**src/rtl/arbiter_stream_mux.sv**
```systemverilog
// Per-packet round-robin arbiter/mux onto one valid/ready stream.
// Optional stall watchdog enabled by defining ARBITER_WATCHDOG_EN.
module arbiter_stream_mux #(
  parameter int NUM_PORTS  = 4,
  parameter int DATA_WIDTH = 32,
  parameter int TIMEOUT    = 16
) (
  input  logic                            clk,
  input  logic                            rst,
  input  logic [NUM_PORTS*DATA_WIDTH-1:0] up_data,
  input  logic [0:NUM_PORTS-1]            up_valid,
  input  logic [0:NUM_PORTS-1]            up_last,
  output logic [0:NUM_PORTS-1]            up_ready,
  output logic [DATA_WIDTH-1:0]           dn_data,
  output logic                            dn_valid,
  output logic                            dn_last,
  input  logic                            dn_ready,
  output logic [0:NUM_PORTS-1]            grant,
  output logic                            active,
  output logic                            timeout
);

  localparam int IW = (NUM_PORTS > 1) ? $clog2(NUM_PORTS) : 1;

  typedef enum logic {IDLE, BUSY} state_e;

  state_e               state_q, state_d;
  logic [IW-1:0]        own_q, own_d;
  logic [IW-1:0]        ptr_q, ptr_d;
  logic [0:NUM_PORTS-1] grant_q, grant_d;
  logic                 timeout_q, timeout_d;
  logic [IW-1:0]        pick;
  logic                 found;
  logic                 busy;
  logic                 own_valid;
  logic                 xfer_last;
  logic                 wd_fire;
  int                   idx;

  // Search starts just after the last-served port.
  always_comb begin
    pick  = '0;
    found = 1'b0;
    idx   = 0;
    for (int i = 1; i <= NUM_PORTS; i++) begin
      idx = int'(ptr_q) + i;
      if (idx >= NUM_PORTS) idx = idx - NUM_PORTS;
      if (!found && up_valid[idx]) begin
        found = 1'b1;
        pick  = IW'(idx);
      end
    end
  end

  assign busy      = (state_q == BUSY);
  assign own_valid = up_valid[own_q];
  assign dn_data   = up_data[own_q*DATA_WIDTH +: DATA_WIDTH];
  assign dn_valid  = busy & own_valid;
  assign dn_last   = busy & up_last[own_q];
  assign xfer_last = dn_valid & dn_ready & dn_last;

  always_comb begin
    up_ready = '0;
    if (busy) up_ready[own_q] = dn_ready;
  end

`ifdef ARBITER_WATCHDOG_EN
  logic [7:0] wd_q, wd_d;

  always_comb begin
    wd_d    = '0;
    wd_fire = 1'b0;
    if (busy && !own_valid) begin
      wd_d    = wd_q + 8'd1;
      wd_fire = (wd_d == 8'(TIMEOUT));
    end
  end

  always_ff @(posedge clk) begin
    if (rst) wd_q <= '0;
    else     wd_q <= wd_d;
  end
`else
  assign wd_fire = 1'b0;
`endif

  always_comb begin
    state_d   = state_q;
    own_d     = own_q;
    ptr_d     = ptr_q;
    grant_d   = grant_q;
    timeout_d = 1'b0;
    unique case (state_q)
      IDLE: begin
        if (found) begin
          state_d       = BUSY;
          own_d         = pick;
          grant_d       = '0;
          grant_d[pick] = 1'b1;
        end
      end
      BUSY: begin
        // A last-beat transfer wins over a same-cycle watchdog expiry.
        if (xfer_last || wd_fire) begin
          state_d   = IDLE;
          grant_d   = '0;
          ptr_d     = own_q;
          timeout_d = ~xfer_last;
        end
      end
      default: state_d = IDLE;
    endcase
  end

  always_ff @(posedge clk) begin
    if (rst) begin
      state_q   <= IDLE;
      own_q     <= '0;
      ptr_q     <= IW'(NUM_PORTS - 1);
      grant_q   <= '0;
      timeout_q <= 1'b0;
    end else begin
      state_q   <= state_d;
      own_q     <= own_d;
      ptr_q     <= ptr_d;
      grant_q   <= grant_d;
      timeout_q <= timeout_d;
    end
  end

  assign grant   = grant_q;
  assign active  = busy;
  assign timeout = timeout_q;

endmodule

```
**config.mk**
```make
export PLATFORM = sky130hd
export DESIGN_NAME = arbiter_stream_mux
export DESIGN_NICKNAME = d
export VERILOG_FILES = /design/src/rtl/arbiter_stream_mux.sv
export SDC_FILE = /design/constraint.sdc
export NUM_CORES = 1
export LEC_CHECK = 0
export ABC_CLOCK_PERIOD_IN_PS = 3500
export CORE_UTILIZATION = 27
export DETAILED_ROUTE_END_ITERATION = 10
export PLACE_DENSITY = 0.91
export RECOVER_POWER = 25
export SETUP_SLACK_MARGIN = 0.5
export SLEW_MARGIN = 20
export SYNTH_ARGS = -nofsm -noshare
export SYNTH_HDL_FRONTEND = slang
export SYNTH_SLANG_ARGS = --single-unit
```
**constraint.sdc**
```tcl
create_clock -name clk -period 3.5 [get_ports clk]
set_clock_uncertainty 0.15 [all_clocks]
set_input_delay 0.875 -clock clk [delete_from_list [all_inputs] [get_ports clk]]
set_output_delay 0.875 -clock clk [all_outputs]
set_load 0.1 [all_outputs]
```
==> flow_metrics.py <==
metrics = {
    "cts": {
        "clock_sinks": 10,
        "tritoncts": "done",
        "cts_buffers": 3,
        "clk_pin_slew_worst_paths_ns": 0.05,
        "hold_buffers": 0,
        "cts-root-buf": "clkbuf_8",
        "ctsLongestPathBuffers": 2,
        "clock_latency_ns": 0.24,
        "h-tree-depth": 1,
    },
    "sta": {
        "rsz0062_at_grt": "yes",
        "fmax_mhz": 327,
        "setup_tns_ns": 0,
        "fin_ws_ns": 0.441,
        "fin_crit_sh_pct": 87.4,
        "worst_slew_pin_slew_ns": 1.17,
        "fin_crit_ns": 3.06,
        "finalSetupViolCount": 0,
        "final-hold-violation-count": 0,
        "slew_violations": 0,
        "slew_headroom_pct": 22.6,
    },
    "setup_path": {
        "worst_r2r_path_depth": 5,
        "cp_slowest_cell": "mux4_2",
        "critPathKind": "in2out",
        "slowest_delay_ns": 0.50,
        "cp.arrival_ns": 2.03,
        "r2r_slack_ns": 1.55,
        "end_kind": "primary output",
        "crit_family": "multiplexers",
        "rr_endpoint": "grant[1]",
        "critPathBufInv": 2,
        "cp_cell_sequence": "clkdlybuf4s25_1 -> mux4_2 -> and2_4 -> buf_12",
        "cp_max_fo": 6,
        "crit_start": "up_valid[2]",
        "cp.depth": 4,
        "timing.rr.start": "own_q[1]",
        "crit_path_start_kind": "input pin",
        "cp_data_required_time_ns": 2.47,
    },
    "drt": {
        "drcViolationCount": 0,
        "first_pass_iters": 4,
        "final_antenna_net_count": 0,
        "drtIter0Drc": 66,
        "wl_per_cell_um": 24.0,
        "via_per_inst": 5.24,
        "vias": 1840,
        "totalWireLength_um": 8430,
    },
    "run_status": {
        "status": "finished, final reports clean",
    },
    "global_route": {
        "grt_pass1_vias": 1865,
        "grt_max_degree": 26,
        "grt_pass1_wl_um": 10800,
        "groute.usage.overall_pct": 28.5,
        "grt.overflow.total": 0,
        "antenna_found_initial": 1,
    },
    "floorplanning": {
        "coreArea_um2": 4720,
        "die_y_um": 72.2,
        "start_util_pct": 28.1,
        "fp-row-count": 25,
        "fp.dieArea_um2": 5210,
        "num_io_pins": 183,
        "die_x_um": 72.2,
    },
    "placed_design": {
        "dp.cells": 343,
        "gp_congestion": 0.832,
        "dpl.hpwl_um": 6690,
        "portBuffers": 182,
        "pre_cts_slack_ns": 0.181,
    },
    "layout": {
        "fin_cells": 351,
        "final_nets": 422,
        "fillers": 268,
        "drive_gt1_share_pct": 33.3,
        "area_growth_pct": 179,
    },
    "min_path": {
        "hp-class": "reg2reg",
        "hold_depth": 2,
        "min_to": "grant[0]",
        "min-delay-start": "grant[0]",
    },
    "yosys": {
        "syn_avg_cell_area_um2": 13.3,
        "syn_nets": 239,
        "synth_area_um2": 1330,
        "synthesis.instances": 100,
        "yosysSeqAreaShare_pct": 15.1,
        "yosysUniqueCellTypes": 28,
        "yosysWarnings": 0,
        "synth_seq_cells": 10,
    },
    "run": {
        "cap_violations": 0,
    },
    "power_and_ir_drop": {
        "peakVddDrop_uv": 253,
        "leakagePower_nw": 1.82,
        "power_density_nw_per_um2": 353,
    },
}
## through the flow
| step | cell area, µm² | hold slack, ns | util, % | power (W) |
|---|---|---|---|---|
| after detailed placement | 3610 | 0.343 | 76.4 | 0.00119 |
| after floorplan | 1370 | 0.342 | - | 0.000738 |
| after global routing | 3700 | 0.388 | 78.4 | 0.00135 |
| after CTS | 3630 | 0.357 | 76.8 | 0.00132 |
| after global placement | 3610 | 0.337 | 76.4 | 0.00117 |
| final | 3710 | 0.360 | 78.5 | 0.00131 |
## cell type report
| class | instances | area, µm² | share of cell area (%) |
|---|---|---|---|
| repair buffers | 188 | 2260 | 60.9 |
| clock buffers | 4 | 55.1 | 1.49 |
| flip-flops and latches | 10 | 206 | 5.57 |
| diodes | 2 | 5.00 | 0.135 |
| well taps | 67 | 83.8 | 2.26 |
| multi-input cells | 80 | 1100 | 29.6 |
## kinds of logic after synthesis
family | after synthesis | share of synthesized area [%]
muxes | 34 | 57.6
and+or+nand+nor | 27 | 13.3
AOI/OAI and AO/OA | 18 | 9.13
DFF | 10 | 15.1
buffers and inverters | 10 | 4.61
other | 1 | 0.282
## worst reg2reg max path: stages, from the launching register on
cell and delay (ns):
dfxtp_2 0.48, mux4_2 0.56, clkbuf_4 0.15, nand4_1 0.30, nand4b_1 0.14, o21ai_0 0.09
## cell usage in the layout (no fill, tap or decap), types with 2 or more instances in the layout
cell type,count
clkbuf_8,4
dlymetal6s2s_1,47
dfxtp_1,7
diode_2,2
buf_12,38
nand2b_1,4
clkbuf_1,6
o21ai_0,4
and2_4,2
nand4b_1,5
nor3_1,2
dfxtp_2,2
mux4_2,34
clkdlybuf4s50_1,43
nor2_1,6
a21oi_1,5
a21o_1,2
clkbuf_2,3
dlygate4sd2_1,44
buf_4,5
nor3b_4,2
## sequential cells by signal, summed over array words and instances (netlist names)
signal   count
grant        4
own_q        2
ptr_q        2
active       1
timeout      1
## power breakdown
| part | internal, W | switching, W | total, W |
|---|---|---|---|
| Sequential | 0.000123 | 0.0000109 | 0.000134 |
| Combinational | 0.000422 | 0.000605 | 0.00103 |
| Clock | 0.0000991 | 0.0000486 | 0.000148 |
| Total | 0.000644 | 0.000664 | 0.00131 |
## layer usage
layer  share of wire [%]  global-route usage [%]  wire [µm]  vias to the layer above
li1                    -                       -          -                      805
met5                   0                       0          0                        -
met1                  34                    31.7       2870                      919
met3                 8.2                    7.78        693                       22
met2                  55                    51.8       4620                       94
met4                 2.8                    10.7        240                        0
## synth_stat cells
cell	instances	share of area, %
and4_1	1	0.66
o311ai_0	1	0.66
o22a_1	1	0.66
nand2b_1	4	1.9
nor3_1	3	1.1
nor3b_1	2	1.1
a211oi_1	1	0.57
a21o_1	2	1.1
buf_4	1	0.57
clkbuf_1	3	0.85
nand3_1	1	0.38
o311a_1	1	0.75
nor2_1	6	1.7
dfxtp_1	10	15
nand4_4	1	1.6
buf_6	2	1.7
a211o_1	1	0.66
buf_2	4	1.5
a21bo_1	1	0.75
and2_1	2	0.94
conb_1	1	0.28
o21ai_1	1	0.38
nand2_1	2	0.57
o21ai_0	3	1.1
o211ai_1	1	0.57
mux4_2	34	58
nand4b_1	5	3.3
a21oi_1	5	1.9
## worst max path at each step
stage                  endpoint  slack [ns]
floorplan           up_ready[1]        0.56
global placement       dn_valid        0.20
detailed placement     dn_valid        0.18
CTS                    dn_valid        0.45
global route           dn_valid        0.42
finish                 dn_valid        0.44
## timing repair
item | in CTS | in global routing
pin swaps | 1 | 0
gates resized for setup | 51 | 55
setup buffers | 2 | 0
endpoints found under the setup margin | 24 | 23
Power figures use the tool's default switching activity.
